`src/rtl/overcooked_pkg.sv`:
```
// Shared types and helpers for the kitchen game motion logic.
// Direction, key codes, FSM states and clamped step arithmetic.
package overcooked_pkg;

  typedef enum logic [1:0] {
    DIR_UP,
    DIR_DOWN,
    DIR_LEFT,
    DIR_RIGHT
  } dir_t;

  typedef enum logic [1:0] {
    WAIT_TICK,
    EVAL,
    UPDATE
  } motion_state_t;

  localparam logic [7:0] KEY_W = 8'h1A;
  localparam logic [7:0] KEY_A = 8'h04;
  localparam logic [7:0] KEY_S = 8'h16;
  localparam logic [7:0] KEY_D = 8'h07;

  // Step down by one stride, saturating at the lower bound (11-bit math).
  function automatic logic [9:0] step_dec(
    input logic [9:0] pos,
    input logic [9:0] step,
    input logic [9:0] lo
  );
    logic [10:0] diff;
    diff = {1'b0, pos} - {1'b0, step};
    if ({1'b0, pos} < ({1'b0, lo} + {1'b0, step}))
      return lo;
    else
      return diff[9:0];
  endfunction

  // Step up by one stride, saturating at the upper bound (11-bit math).
  function automatic logic [9:0] step_inc(
    input logic [9:0] pos,
    input logic [9:0] step,
    input logic [9:0] hi
  );
    logic [10:0] sum;
    sum = {1'b0, pos} + {1'b0, step};
    if (sum > {1'b0, hi})
      return hi;
    else
      return sum[9:0];
  endfunction

endpackage

```
`src/rtl/frame_tick_sync.sv`:
```
// Brings the vsync-rate frame strobe into the Clk domain.
// Emits a single-cycle tick on each rising edge.
module frame_tick_sync (
  input  logic clk,
  input  logic rst_n,
  input  logic frame_clk,
  output logic tick
);

  logic [2:0] sync_q;

  // Two synchroniser flops followed by an edge-history flop.
  always_ff @(posedge clk) begin
    if (!rst_n)
      sync_q <= '0;
    else
      sync_q <= {sync_q[1:0], frame_clk};
  end

  assign tick = sync_q[1] & ~sync_q[2];

endmodule

```
`src/rtl/penguin_motion.sv`:
```
// Penguin position/facing register with a per-frame step FSM.
// Steps are blocked by wall flags and clamped to the kitchen bounds.
module penguin_motion
  import overcooked_pkg::*;
#(
  parameter logic [9:0] X_INIT = 10'd100,
  parameter logic [9:0] Y_INIT = 10'd260,
  parameter logic [9:0] STEP   = 10'd2,
  parameter logic [9:0] X_MIN  = 10'd20,
  parameter logic [9:0] X_MAX  = 10'd580,
  parameter logic [9:0] Y_MIN  = 10'd60,
  parameter logic [9:0] Y_MAX  = 10'd320
) (
  input  logic       Clk,
  input  logic       Reset_n,
  input  logic       frame_clk,
  input  logic [7:0] keycode,
  input  logic       freeze,
  input  logic       touchingUpWallFlag,
  input  logic       touchingDownWallFlag,
  input  logic       touchingLeftWallFlag,
  input  logic       touchingRightWallFlag,
  output logic [9:0] penguinX,
  output logic [9:0] penguinY,
  output dir_t       facing,
  output logic       moving
);

  logic          tick;
  motion_state_t state, state_next;
  logic          latch_en, eval_en, commit_en;

  logic [7:0]    key_q;
  logic          frz_q, up_q, dn_q, lf_q, rt_q;

  dir_t          dir_c;
  logic          valid_c, allow_c, block_c;
  logic [9:0]    cx_c, cy_c;

  dir_t          dir_q;
  logic          face_q, allow_q;
  logic [9:0]    cx_q, cy_q;

  frame_tick_sync u_sync (
    .clk       (Clk),
    .rst_n     (Reset_n),
    .frame_clk (frame_clk),
    .tick      (tick)
  );

  // State register.
  always_ff @(posedge Clk) begin
    if (!Reset_n)
      state <= WAIT_TICK;
    else
      state <= state_next;
  end

  // Next-state and stage enables; ticks outside WAIT_TICK are dropped.
  always_comb begin
    state_next = state;
    latch_en   = 1'b0;
    eval_en    = 1'b0;
    commit_en  = 1'b0;
    unique case (state)
      WAIT_TICK: begin
        if (tick) begin
          latch_en   = 1'b1;
          state_next = EVAL;
        end
      end
      EVAL: begin
        eval_en    = 1'b1;
        state_next = UPDATE;
      end
      UPDATE: begin
        commit_en  = 1'b1;
        state_next = WAIT_TICK;
      end
      default: state_next = WAIT_TICK;
    endcase
  end

  // Snapshot of inputs taken on the tick cycle.
  always_ff @(posedge Clk) begin
    if (!Reset_n) begin
      key_q <= '0;
      frz_q <= 1'b0;
      up_q  <= 1'b0;
      dn_q  <= 1'b0;
      lf_q  <= 1'b0;
      rt_q  <= 1'b0;
    end else if (latch_en) begin
      key_q <= keycode;
      frz_q <= freeze;
      up_q  <= touchingUpWallFlag;
      dn_q  <= touchingDownWallFlag;
      lf_q  <= touchingLeftWallFlag;
      rt_q  <= touchingRightWallFlag;
    end
  end

  // Decode key, check its wall flag and build the clamped candidate.
  always_comb begin
    dir_c   = DIR_DOWN;
    valid_c = 1'b1;
    block_c = 1'b0;
    cx_c    = penguinX;
    cy_c    = penguinY;
    unique case (key_q)
      KEY_W: dir_c = DIR_UP;
      KEY_S: dir_c = DIR_DOWN;
      KEY_A: dir_c = DIR_LEFT;
      KEY_D: dir_c = DIR_RIGHT;
      default: valid_c = 1'b0;
    endcase
    unique case (dir_c)
      DIR_UP: begin
        block_c = up_q;
        cy_c    = step_dec(penguinY, STEP, Y_MIN);
      end
      DIR_DOWN: begin
        block_c = dn_q;
        cy_c    = step_inc(penguinY, STEP, Y_MAX);
      end
      DIR_LEFT: begin
        block_c = lf_q;
        cx_c    = step_dec(penguinX, STEP, X_MIN);
      end
      DIR_RIGHT: begin
        block_c = rt_q;
        cx_c    = step_inc(penguinX, STEP, X_MAX);
      end
      default: block_c = 1'b1;
    endcase
    allow_c = valid_c & ~frz_q & ~block_c;
  end

  // Register the evaluation result for the commit cycle.
  always_ff @(posedge Clk) begin
    if (!Reset_n) begin
      dir_q   <= DIR_DOWN;
      face_q  <= 1'b0;
      allow_q <= 1'b0;
      cx_q    <= X_INIT;
      cy_q    <= Y_INIT;
    end else if (eval_en) begin
      dir_q   <= dir_c;
      face_q  <= valid_c & ~frz_q;
      allow_q <= allow_c;
      cx_q    <= cx_c;
      cy_q    <= cy_c;
    end
  end

  // Commit position/facing and pulse moving on a real change.
  always_ff @(posedge Clk) begin
    if (!Reset_n) begin
      penguinX <= X_INIT;
      penguinY <= Y_INIT;
      facing   <= DIR_DOWN;
      moving   <= 1'b0;
    end else begin
      moving <= 1'b0;
      if (commit_en) begin
        if (face_q)
          facing <= dir_q;
        if (allow_q && ((cx_q != penguinX) || (cy_q != penguinY))) begin
          penguinX <= cx_q;
          penguinY <= cy_q;
          moving   <= 1'b1;
        end
      end
    end
  end

endmodule
```
`config.mk`:
```
export PLATFORM = sky130hd
export DESIGN_NAME = penguin_motion
export DESIGN_NICKNAME = d
export VERILOG_FILES = /design/src/rtl/overcooked_pkg.sv /design/src/rtl/frame_tick_sync.sv /design/src/rtl/penguin_motion.sv
export SDC_FILE = /design/constraint.sdc
export NUM_CORES = 1
export LEC_CHECK = 0
export ABC_AREA = 1
export CORE_MARGIN = 3
export CORE_UTILIZATION = 40
export CTS_CLUSTER_DIAMETER = 120
export CTS_CLUSTER_SIZE = 8
export DETAILED_ROUTE_END_ITERATION = 12
export GPL_ROUTABILITY_DRIVEN = 0
export PLACE_DENSITY = 0.67
export SLEW_MARGIN = 10
export SYNTH_ARGS = -nofsm -noshare
export SYNTH_HDL_FRONTEND = slang
export SYNTH_SLANG_ARGS = --single-unit
```
`constraint.sdc`:
```
create_clock -name Clk -period 2.4 [get_ports Clk]
set_input_delay 0.6 -clock Clk [delete_from_list [all_inputs] [get_ports Clk]]
set_output_delay 0.6 -clock Clk [all_outputs]
set_load 0.005 [all_outputs]
```
==> results of run 1 <==
-- logic make-up (layout without fill, tap and decap cells) --
group,after synthesis,count (layout),share of synthesized area (%)
fa+ha+maj,5,5,1.66
simple gates,248,248,29.8
buf+inv,90,125,10.0
flops,65,65,34.6
xor+xnor,26,26,6.05
compound gates,128,128,17.9
-- worst register-to-register path: cells and delay by family (launching register included) --
| kind | cells | cell delay, ns |
|---|---|---|
| and+or+nand+nor | 6 | 0.84 |
| DFF | 1 | 0.53 |
| adders and majority gates | 1 | 0.29 |
| AOI/OAI and AO/OA | 2 | 0.28 |
| buffers and inverters | 1 | 0.07 |
-- where the power goes --
group | switching (µW) | internal, µW | leakage [µW]
Combinational | 90.6 | 60.6 | 0.00131
Sequential | 12.5 | 1100 | 0.000527
Clock | 451 | 509 | 0.0000985
-- registers in the layout, indices dropped and copies added (netlist names), 3 cells and up --
name and cells:
cy_q 10, penguinY 10, penguinX 10, key_q 8, u_sync.sync_q 3, cx_q 10
-- layout by cell type, fill, tap and decap left out, types with 6 or more instances in the layout --
cell type	n
nor2_1	48
o21ai_0	52
dfxtp_1	65
nand4_1	21
a21oi_1	61
nand2_2	6
nand2_1	121
inv_1	57
nand3_1	30
clkdlybuf4s50_1	38
clkbuf_8	10
xor2_1	14
xnor2_1	12
o211ai_1	8
buf_4	9
-- through the flow --
step	hold WS, ns	cell area [µm²]	instances
global route	0.439	4410	705
detailed placement	0.396	4210	689
CTS	0.413	4410	705
global placement	0.397	4210	689
finish	0.412	4410	705
floorplan	0.390	3770	562
-- final timing paths --
| path | start | endpoint | slack (ns) | cells after the start |
|---|---|---|---|---|
| worst min register to register | u_sync.sync_q[0] | u_sync.sync_q[1] | 0.41 | 2 |
| worst max-delay path | penguinY[1] | cy_q[1] | 0.23 | 10 |
| worst max register to register | penguinY[1] | cy_q[1] | 0.23 | 10 |
| worst min-delay path | u_sync.sync_q[0] | u_sync.sync_q[1] | 0.41 | 2 |
-- layout make-up --
class                      count  share of cell area [%]
inverter                      62                    5.28
clock buffer                  10                    3.12
timing repair buffer          47                    10.2
tap                          108                    3.06
sequential                    65                    29.5
multi-input combinational    407                    47.3
clock inverter                 6                    1.53
-- metal layers --
metal	routed length, µm	vias to the layer above
met5	0	-
met4	129	0
met3	537	12
met2	4490	106
met1	4600	1723
li1	-	1905
==> results.md, run 1 <==
* Fin crit share at 90.4%
* Later-pin clock latency in the skew report at 0.34 ns
* WP buf/inv at 1
* TritonCTS buffer count at 9
* Drc violations at 0
* Avg Cell Area, Syn at 6.70 µm²
* Unrepaired setup endpoints after global routing: false
* Yosys warns at 0
* Most frequent CP cell: nand2_1
* Synth area leaders: dfxtp_1 (35%), nand2_1 (12%), a21oi_1 (8.1%)
* Die Height at 103 µm
* Req. time, crit path at 2.59 ns
* Critical-path cell list: ha_1 -> nand4_1 -> nor2_1 -> inv_1 -> o21ai_0 -> nand2_1 -> nand3_2 -> nand3_1 -> nand2_1 -> a21oi_1
* Vias in the first global route at 3402
* Register cell area after layout at 1300 µm²
* CTS tree: done
* Arrival @ worst endpoint at 2.36 ns
* Achievable Freq at 461 MHz
* Max-slew violation count at 0
* Status: finished, final reports clean
* Pwr/cell area at 504 nW/µm²
* Met2 usage at 29.8%
* Cts hold-fix bufs at 0
* Startpoint Class: register
* Synthesis-to-layout area growth at 17.1%
* Post-Route WL at 9750 µm
* Synth top cells by count: nand2_1 (121), dfxtp_1 (65), a21oi_1 (61), inv_1 (57), o21ai_0 (52)
* Pwr Total at 2220 µW
* Total number of vias at 3746
* Cell Rows at 34
* Core area at 8930 µm²
* Initial antenna violation count at 0
* Tmin final at 2.17 ns
* Final setup viols at 0
* Met1 Track Usage GR at 25.5%
* First-pass GRT wire length at 15900 µm
* Final Core Density at 49.4%
* Number of flops mapped to enable cells by yosys at 0
* Synth Flop Type: dfxtp_1
* Max Cap Viol at 0
* Pin count of the biggest net entering global routing at 27
* Post-CTS Setup Repair Bufs at 0
* Ant diodes at 0
* CP Max Fanout at 10
* DIE WIDTH at 103 µm
* Clock Sinks at 65
* Slowest stage cell, crit path: dfxtp_1
* Overall routing resource usage at 18.7%
* Via-to-Cell Ratio at 5.31
* Post-cts sizing count at 0
* Post-Syn Instances at 562
* I/O pin count at 39
* Class of the worst hold path: register to register
* Dpl hpwl at 6930 µm
* DRT antenna net count at 0
* Average routed wire per standard cell at 13.8 µm
* Count leader, synth: nand2_1
* Layout cells sized above 1 at 8.38%
* Layout fillers at 901
* Starting Density at 42.2%
* Synthesized area at 3770 µm²
* FF+latch count, synth at 65
* Max rail drop VDD at 383 µV
* Critical path type: register to register
* P_leak at 0.00194 µW
* Clock-pin slew on the worst setup and hold paths at 0.08 ns
* Area share of the largest cell type after synthesis at 34.6%
* Worst Skew at 0.0117 ns
* Sequential-to-total area share from yosys stat at 34.6%
* Router iterations before antenna repair at 5
* Fin. Hold Viols at 0
* Netlist cell types at 37
* Syn Nets at 583
* Worst slack, placed at 0.274 ns
* GRT Max-Usage Layer: met2
* Max_slew headroom at 49.9%
* Die ar. at 10600 µm²
* CP peak stage delay at 0.53 ns
* Worst setup margin at 0.229 ns
* CP delay by family, top: simple AND/OR/NAND/NOR gates
* Cell taking the most area after synthesis: dfxtp_1
* Setup TNS at 0 ns
* Clk buf depth at 2
* Slew @ Worst Pin at 0.750 ns
* Met3 usage at 3.92%
* CTS root buffer: clkbuf_8
* Buffers on Ports at 38
* Area of the multi-input gates at 2090 µm²
* H-Tree Level Count at 3
* Endpoint type of the worst setup path: register
* Net count, final at 613
* Ys async rst share at 0%
* DR iter-0 viols at 265
* Grt ovf at 0
Note: power is estimated with default switching activity, not from simulation.
==> inputs of run 2 (changes only) <==
ABC_CLOCK_PERIOD_IN_PS = 2400   (was default)
CORE_MARGIN = 8   (was 3)
==> run 2 against run 1 <==
Clock skew shrank 0.0023 ns. Worst setup slack gained 0.035 ns. Critical path depth is the same. Critical path type unchanged. Final cell count grew 0.43%. Sequential share of layout area grew 0.22 points. Global-route usage shrank 2.7 points. Final area shrank 0.54%. Via count shrank 0.21%.
==> results.md, run 2 (synthesis results as in run 1) <==
* R2R Setup Slk at 0.26 ns (+0.03 ns)
* Later-pin clock latency in the skew report at 0.34 ns (about the same)
* Worst Skew at 0.00943 ns (-0.00231 ns)
* Post-Route WL at 9780 µm (+0.22%)
* Setup TNS at 0 ns (unchanged)
* Cell Rows at 35 (+2.9%)
* Average routed wire per standard cell at 13.8 µm (-0.21%)
* Total number of vias at 3738 (-0.21%)
* Crit. path cell count at 10 (unchanged)
* Synthesis-to-layout area growth at 16.5%
* Class of the worst hold path: register to register
* Placed Instances at 692 (+0.44%)
* Drc violations at 0 (unchanged)
* Fin. Hold Viols at 0 (unchanged)
* Max-slew violation count at 0 (unchanged)
* First-pass GRT wire length at 16900 µm (+6.3%)
* Final setup viols at 0 (unchanged)
* Core area at 9200 µm² (+2.9%)
* Critical path type: register to register
* Max_slew headroom at 48.7% (-1.3 points)
* Dpl hpwl at 7060 µm (+1.9%)
* CTS root buffer: clkbuf_8
* Pwr/cell area at 468 nW/µm² (-7.1%)
* DR iter-0 viols at 259 (-2.3%)
* Tmin final at 2.14 ns (-0.0347 ns)
* Grt ovf at 0 (unchanged)
* Net count, final at 613 (unchanged)
* Die ar. at 12800 µm² (+20%)
* Crit path to: cy_q[1]
* Vias in the first global route at 3635 (+6.8%)
* Die Height at 113 µm (+9.7%)
* Crit Reg-Reg Endpoint: cy_q[1]
* Achievable Freq at 468 MHz (+1.6%)
* Slowest stage cell, crit path: dfxtp_2
* Buffers on Ports at 38 (unchanged)
* Final Core Density at 47.7% (-1.7 points)
* CP Max Fanout at 10 (unchanged)
* Cell area after layout at 4390 µm² (-0.54%)
* CTS tree: done
* CP delay by family, top: simple AND/OR/NAND/NOR gates
* Clk buf depth at 2 (unchanged)
* Slew @ Worst Pin at 0.769 ns (+0.0188 ns)
* Overall routing resource usage at 16.0% (-2.7 points)
* DRT antenna net count at 0 (unchanged)
* Max Cap Viol at 0 (unchanged)
* CP peak stage delay at 0.45 ns (-0.08 ns)
* Max rail drop VDD at 403 µV (+5.4%)
* DIE WIDTH at 113 µm (+9.7%)
* P_leak at 0.00193 µW (-0.52%)
* Endpoint type of the worst setup path: register
* Most frequent CP cell: nand2_1
* Cts hold-fix bufs at 0 (unchanged)
* Final cell count without fillers at 708 (+0.43%)
* Ant diodes at 0 (unchanged)
* Via-to-Cell Ratio at 5.28 (-0.64%)
* Hold Path Depth at 2 (unchanged)
* I/O pin count at 39 (unchanged)
* Fin crit share at 89.0% (-1.4 points)
* Most frequent cells in the layout: nand2_1 (121), dfxtp_1 (63), a21oi_1 (61), inv_1 (57), o21ai_0 (52)
* WP buf/inv at 1 (unchanged)
* H-Tree Level Count at 3 (unchanged)
* Layout fillers at 970 (+7.7%)
* Clock-pin slew on the worst setup and hold paths at 0.07 ns (about the same)
* Startpoint Class: register
* R2R Path Start: penguinY[1]
* Status: finished, final reports clean
* Router iterations before antenna repair at 5 (unchanged)
* Cell Area, Placed at 4220 µm² (+0.39%)
* Layout cells sized above 1 at 8.54% (+0.17 points)
* Clock Sinks at 65 (unchanged)
* Most common cell after layout, fill and taps aside: nand2_1
* Critical-path cell list: ha_1 -> nand4_1 -> nor2_1 -> inv_1 -> o21ai_0 -> nand2_1 -> nand3_2 -> nand3_1 -> nand2_1 -> a21oi_1
* Arrival @ worst endpoint at 2.32 ns (-0.04 ns)
* TritonCTS buffer count at 9 (unchanged)
* Initial antenna violation count at 0 (unchanged)
* Req. time, crit path at 2.59 ns (about the same)
* Pin count of the biggest net entering global routing at 28 (+3.7%)
* Unrepaired setup endpoints after global routing: false
* Starting Density at 41.0% (-1.2 points)
* Crit path launch: penguinY[1]
* Worst r2r path cells at 10 (unchanged)
==> run 2: layer usage <==
metal | GRT usage [%] | up-vias | routed length [µm]
met2 | 25.3 | 103 | 4400
met5 | 0 | - | 0
met1 | 20.3 | 1716 | 4680
met4 | 6.04 | 0 | 124
li1 | - | 1906 | -
met3 | 4.42 | 13 | 576
==> run 2: worst min path at each step <==
stage | start | end
4_1_cts | u_sync.sync_q[0] | u_sync.sync_q[1]
2_1_floorplan | u_sync.sync_q[0] | u_sync.sync_q[1]
3_5_place_dp | u_sync.sync_q[0] | u_sync.sync_q[1]
6_report | u_sync.sync_q[0] | u_sync.sync_q[1]
5_1_grt | u_sync.sync_q[1] | u_sync.sync_q[2]
3_3_place_gp | u_sync.sync_q[0] | u_sync.sync_q[1]
==> run 2: worst reg2reg max path: stages, from the launching register on <==
cell	delay [ns]
dfxtp_2	0.45
ha_1	0.27
nand4_1	0.20
nor2_1	0.20
inv_1	0.07
o21ai_0	0.23
nand2_1	0.22
nand3_2	0.15
nand3_1	0.09
nand2_1	0.07
a21oi_1	0.06
==> run 2: layout make-up <==
type | instances | area [µm²] | share of cell area (%)
Tap cell | 111 | 139 | 3.17
Clock inverter | 6 | 35.0 | 0.799
Inverter | 62 | 233 | 5.31
Sequential cell | 65 | 1300 | 29.7
Timing Repair Buffer | 47 | 460 | 10.5
Clock buffer | 10 | 128 | 2.91
Multi-Input combinational cell | 407 | 2090 | 47.6
==> run 2: timing repair <==
action | in CTS | in global routing
gates resized for setup | 0 | 2
endpoints found under the hold margin | 0 | 0
setup buffers | 0 | 0
endpoints found under the setup margin | 0 | 7
==> run 2: power by group <==
| group | leakage, µW | switching [µW] | internal (µW) |
|---|---|---|---|
| Sequential | 0.000527 | 11.9 | 1100 |
| Combinational | 0.00132 | 90.9 | 60.7 |
| Clock | 0.0000818 | 425 | 367 |
==> run 2: per-stage QoR <==
stage / power (µW) / setup WS [ns] / hold WS (ns)
final: 2050 / 0.264 / 0.413
after global routing: 2150 / 0.0231 / 0.451
after global placement: 1290 / 0.262 / 0.395
after CTS: 2070 / 0.166 / 0.413
after detailed placement: 1290 / 0.177 / 0.397
after floorplan: 1240 / 0.621 / 0.390
==> inputs of run 3 (changes only) <==
ABC_AREA = 0   (was 1)
PLACE_DENSITY = 0.66   (was 0.67)
SKIP_CTS_REPAIR_TIMING = 1   (was default)
==> run 3 against run 2 <==
Clock power up 11%. Non-clock buffer count up 23. Critical path depth down 1. Worst setup slack worse by 0.26 ns. Critical path type unchanged. Largest power group unchanged.
==> results.md, run 3 <==
* Status: finished, final reports clean
* Initial antenna violation count at 0 (unchanged)
* Fin. Hold Viols at 0 (unchanged)
* Switching Share at 24.0% (-1.7 points)
* Worst setup margin at 0.00656 ns (-0.257 ns)
* Total number of vias at 3938 (+5.4%)
* Req. time, crit path at 2.62 ns (+0.03 ns)
* Core area at 9730 µm² (+5.8%)
* Internal at 1610 µW (+5.7%)
* Netlist cell types at 58 (+57%)
* Max rail drop VDD at 286 µV (-29%)
* Post-Route WL at 11200 µm (+15%)
* TritonCTS buffer count at 9 (unchanged)
* Reg power frac at 52.3% (-1.8 points)
* Die Height at 116 µm (+2.3%)
* P_leak at 0.00170 µW (-12%)
* Max-slew violation count at 0 (unchanged)
* Clock Sinks at 65 (unchanged)
* Clock-pin slew on the worst setup and hold paths at 0.07 ns (about the same)
* CTS tree: done
* Ys async rst share at 0% (unchanged)
* Layout fillers at 972 (+0.21%)
* Net count, final at 576 (-6.0%)
* Tmin final at 2.39 ns (+0.257 ns)
* Placed Instances at 675 (-2.5%)
* Class of the worst hold path: register to register
* Via-to-Cell Ratio at 5.69 (+7.8%)
* Fin crit share at 99.7% (+11 points)
* Sequential-to-total area share from yosys stat at 32.8% (-1.8 points)
* Achievable Freq at 418 MHz (-11%)
* Router iterations before antenna repair at 5 (unchanged)
* Die ar. at 13400 µm² (+4.7%)
* Arrival @ worst endpoint at 2.62 ns (+0.30 ns)
* Drc violations at 0 (unchanged)
* Area of the multi-input gates at 2490 µm² (+19%)
* CP peak stage delay at 0.47 ns (+0.02 ns)
* Final setup viols at 0 (unchanged)
* Yosys warns at 0 (unchanged)
* Area share of the largest cell type after synthesis at 32.8% (-1.8 points)
* Count leader, synth: nand2_1
* CP delay by family, top: compound AO/OA/AOI/OAI gates
* Starting Density at 40.8% (-0.12 points)
* H-Tree Level Count at 3 (unchanged)
* Vias in the first global route at 3689 (+1.5%)
* R2R Setup Slk at 0.007 ns (-0.26 ns)
* Clk buf depth at 2 (unchanged)
* Slew @ Worst Pin at 0.560 ns (-0.209 ns)
* Avg Cell Area, Syn at 7.71 µm² (+15%)
* Critical path type: register to register
* Later-pin clock latency in the skew report at 0.34 ns (about the same)
* First-pass GRT wire length at 17900 µm (+6.2%)
* FF+latch count, synth at 65 (unchanged)
* Pwr/cell area at 442 nW/µm² (-5.7%)
* Ant diodes at 0 (unchanged)
* I/O pin count at 39 (unchanged)
* Switching Power at 509 µW (-3.5%)
* CTS root buffer: clkbuf_8
* DR iter-0 viols at 295 (+14%)
* Clock power share at 41.3% (+2.8 points)
* Max_slew headroom at 62.6% (+14 points)
* Slowest stage cell, crit path: o311ai_1
* Max Cap Viol at 0 (unchanged)
* Buffers on Ports at 38 (unchanged)
* Synth area leaders: dfxtp_1 (33%), nand2_1 (6.6%), o21ai_0 (4.7%)
* Register cell area after layout at 1300 µm² (-0.19%)
* Grt ovf at 0 (unchanged)
* Synthesized area at 3970 µm² (+5.5%)
* Synth top cells by count: nand2_1 (70), dfxtp_1 (65), o21ai_0 (37), nor2_1 (30), a21oi_1 (27)
* Pin count of the biggest net entering global routing at 47 (+68%)
* DIE WIDTH at 116 µm (+2.3%)
* Startpoint Class: register
* Final cell count without fillers at 692 (-2.3%)
* Most common cell after layout, fill and taps aside: nand2_1
* Cell Rows at 36 (+2.9%)
* DRT antenna net count at 0 (unchanged)
* WP buf/inv at 1 (unchanged)
* Most frequent cells in the layout: nand2_1 (70), dfxtp_1 (65), o21ai_0 (37), clkdlybuf4s50_1 (37), buf_4 (31)
* CP Max Fanout at 3 (-7)
* Layout cells sized above 1 at 11.1% (+2.5 points)
* Synth Flop Type: dfxtp_1
* Synthesis-to-layout area growth at 21.0%
* Number of flops mapped to enable cells by yosys at 0 (unchanged)
* Endpoint type of the worst setup path: register
* Dpl hpwl at 7910 µm (+12%)
* Critical-path cell list: ha_1 -> and4_1 -> a221o_1 -> a211oi_1 -> o311ai_1 -> a21oi_2 -> buf_4 -> a221oi_1 -> o22ai_1
* Worst slack, placed at 0.0880 ns (-0.0887 ns)
* Average routed wire per standard cell at 16.2 µm (+17%)
* Post-Syn Instances at 515 (-8.4%)
* Overall routing resource usage at 16.7% (+0.64 points)
* Gate power share at 6.4% (-1.0 points)
* Worst Skew at 0.00857 ns (-0.000857 ns)
* Syn Nets at 536 (-8.1%)
* Cell taking the most area after synthesis: dfxtp_1
run 3: worst reg2reg max path, cell delays in order (launching register included):
cell and delay [ns]:
dfxtp_1 0.35, ha_1 0.24, and4_1 0.28, a221o_1 0.17, a211oi_1 0.07, o311ai_1 0.47
a21oi_2 0.12, buf_4 0.18, a221oi_1 0.30, o22ai_1 0.10
run 3: final timing paths:
kind / end / cells past startpoint / from
max reg2reg: cx_q[5] / 9 / penguinX[1]
max: cx_q[5] / 9 / penguinX[1]
min: u_sync.sync_q[1] / 1 / u_sync.sync_q[0]
min reg2reg: u_sync.sync_q[1] / 1 / u_sync.sync_q[0]
run 3: logic make-up (layout without fill, tap and decap cells):
family,count (synthesis),after routing,share of synthesized area (%)
compound gates,142,142,23.6
xor+xnor,29,29,6.39
fa+ha+maj,5,5,1.57
buf+inv,51,95,5.42
flops,65,65,32.8
mux,13,13,3.28
simple gates,210,210,27.0
run 3: cell type report:
cell class / count / share of cell area, %
clock inverter: 2 / 0.260
sequential: 65 / 27.1
timing repair buffer: 70 / 13.1
inverter: 10 / 0.781
clock buffer: 13 / 3.51
tap: 133 / 3.46
multi-input combinational: 399 / 51.8
run 3: power by group through the flow:
stage / logic (µW) / clock network (µW) / registers [µW]
6_report: 135 / 877 / 1110
3_5_place_dp: 133 / 0 / 1130
3_3_place_gp: 131 / 0 / 1130
4_1_cts: 134 / 891 / 1110
5_1_grt: 149 / 945 / 1110
2_1_floorplan: 82.6 / 0 / 1130
run 3: routing by layer:
layer	wire [µm]	vias to the layer above	part of all wire, %	track usage (%)
met5	0	-	0	0
met4	303	0	2.7	7.00
met3	681	31	6.1	4.01
met2	5040	153	45	25.6
met1	5180	1833	46	21.8
li1	-	1921	-	-
run 3: metrics by stage:
step / hold WS [ns] / total power (µW) / utilization, % / setup TNS [ns] / area (µm²)
finish: 0.450 / 2120 / 49.4 / 0 / 4810
global route: 0.467 / 2210 / 49.4 / -0.179 / 4810
CTS: 0.453 / 2130 / 49.0 / 0 / 4770
detailed placement: 0.436 / 1270 / 47.1 / 0 / 4590
global placement: 0.417 / 1260 / 47.1 / 0 / 4590
floorplan: 0.412 / 1210 / - / 0 / 3970
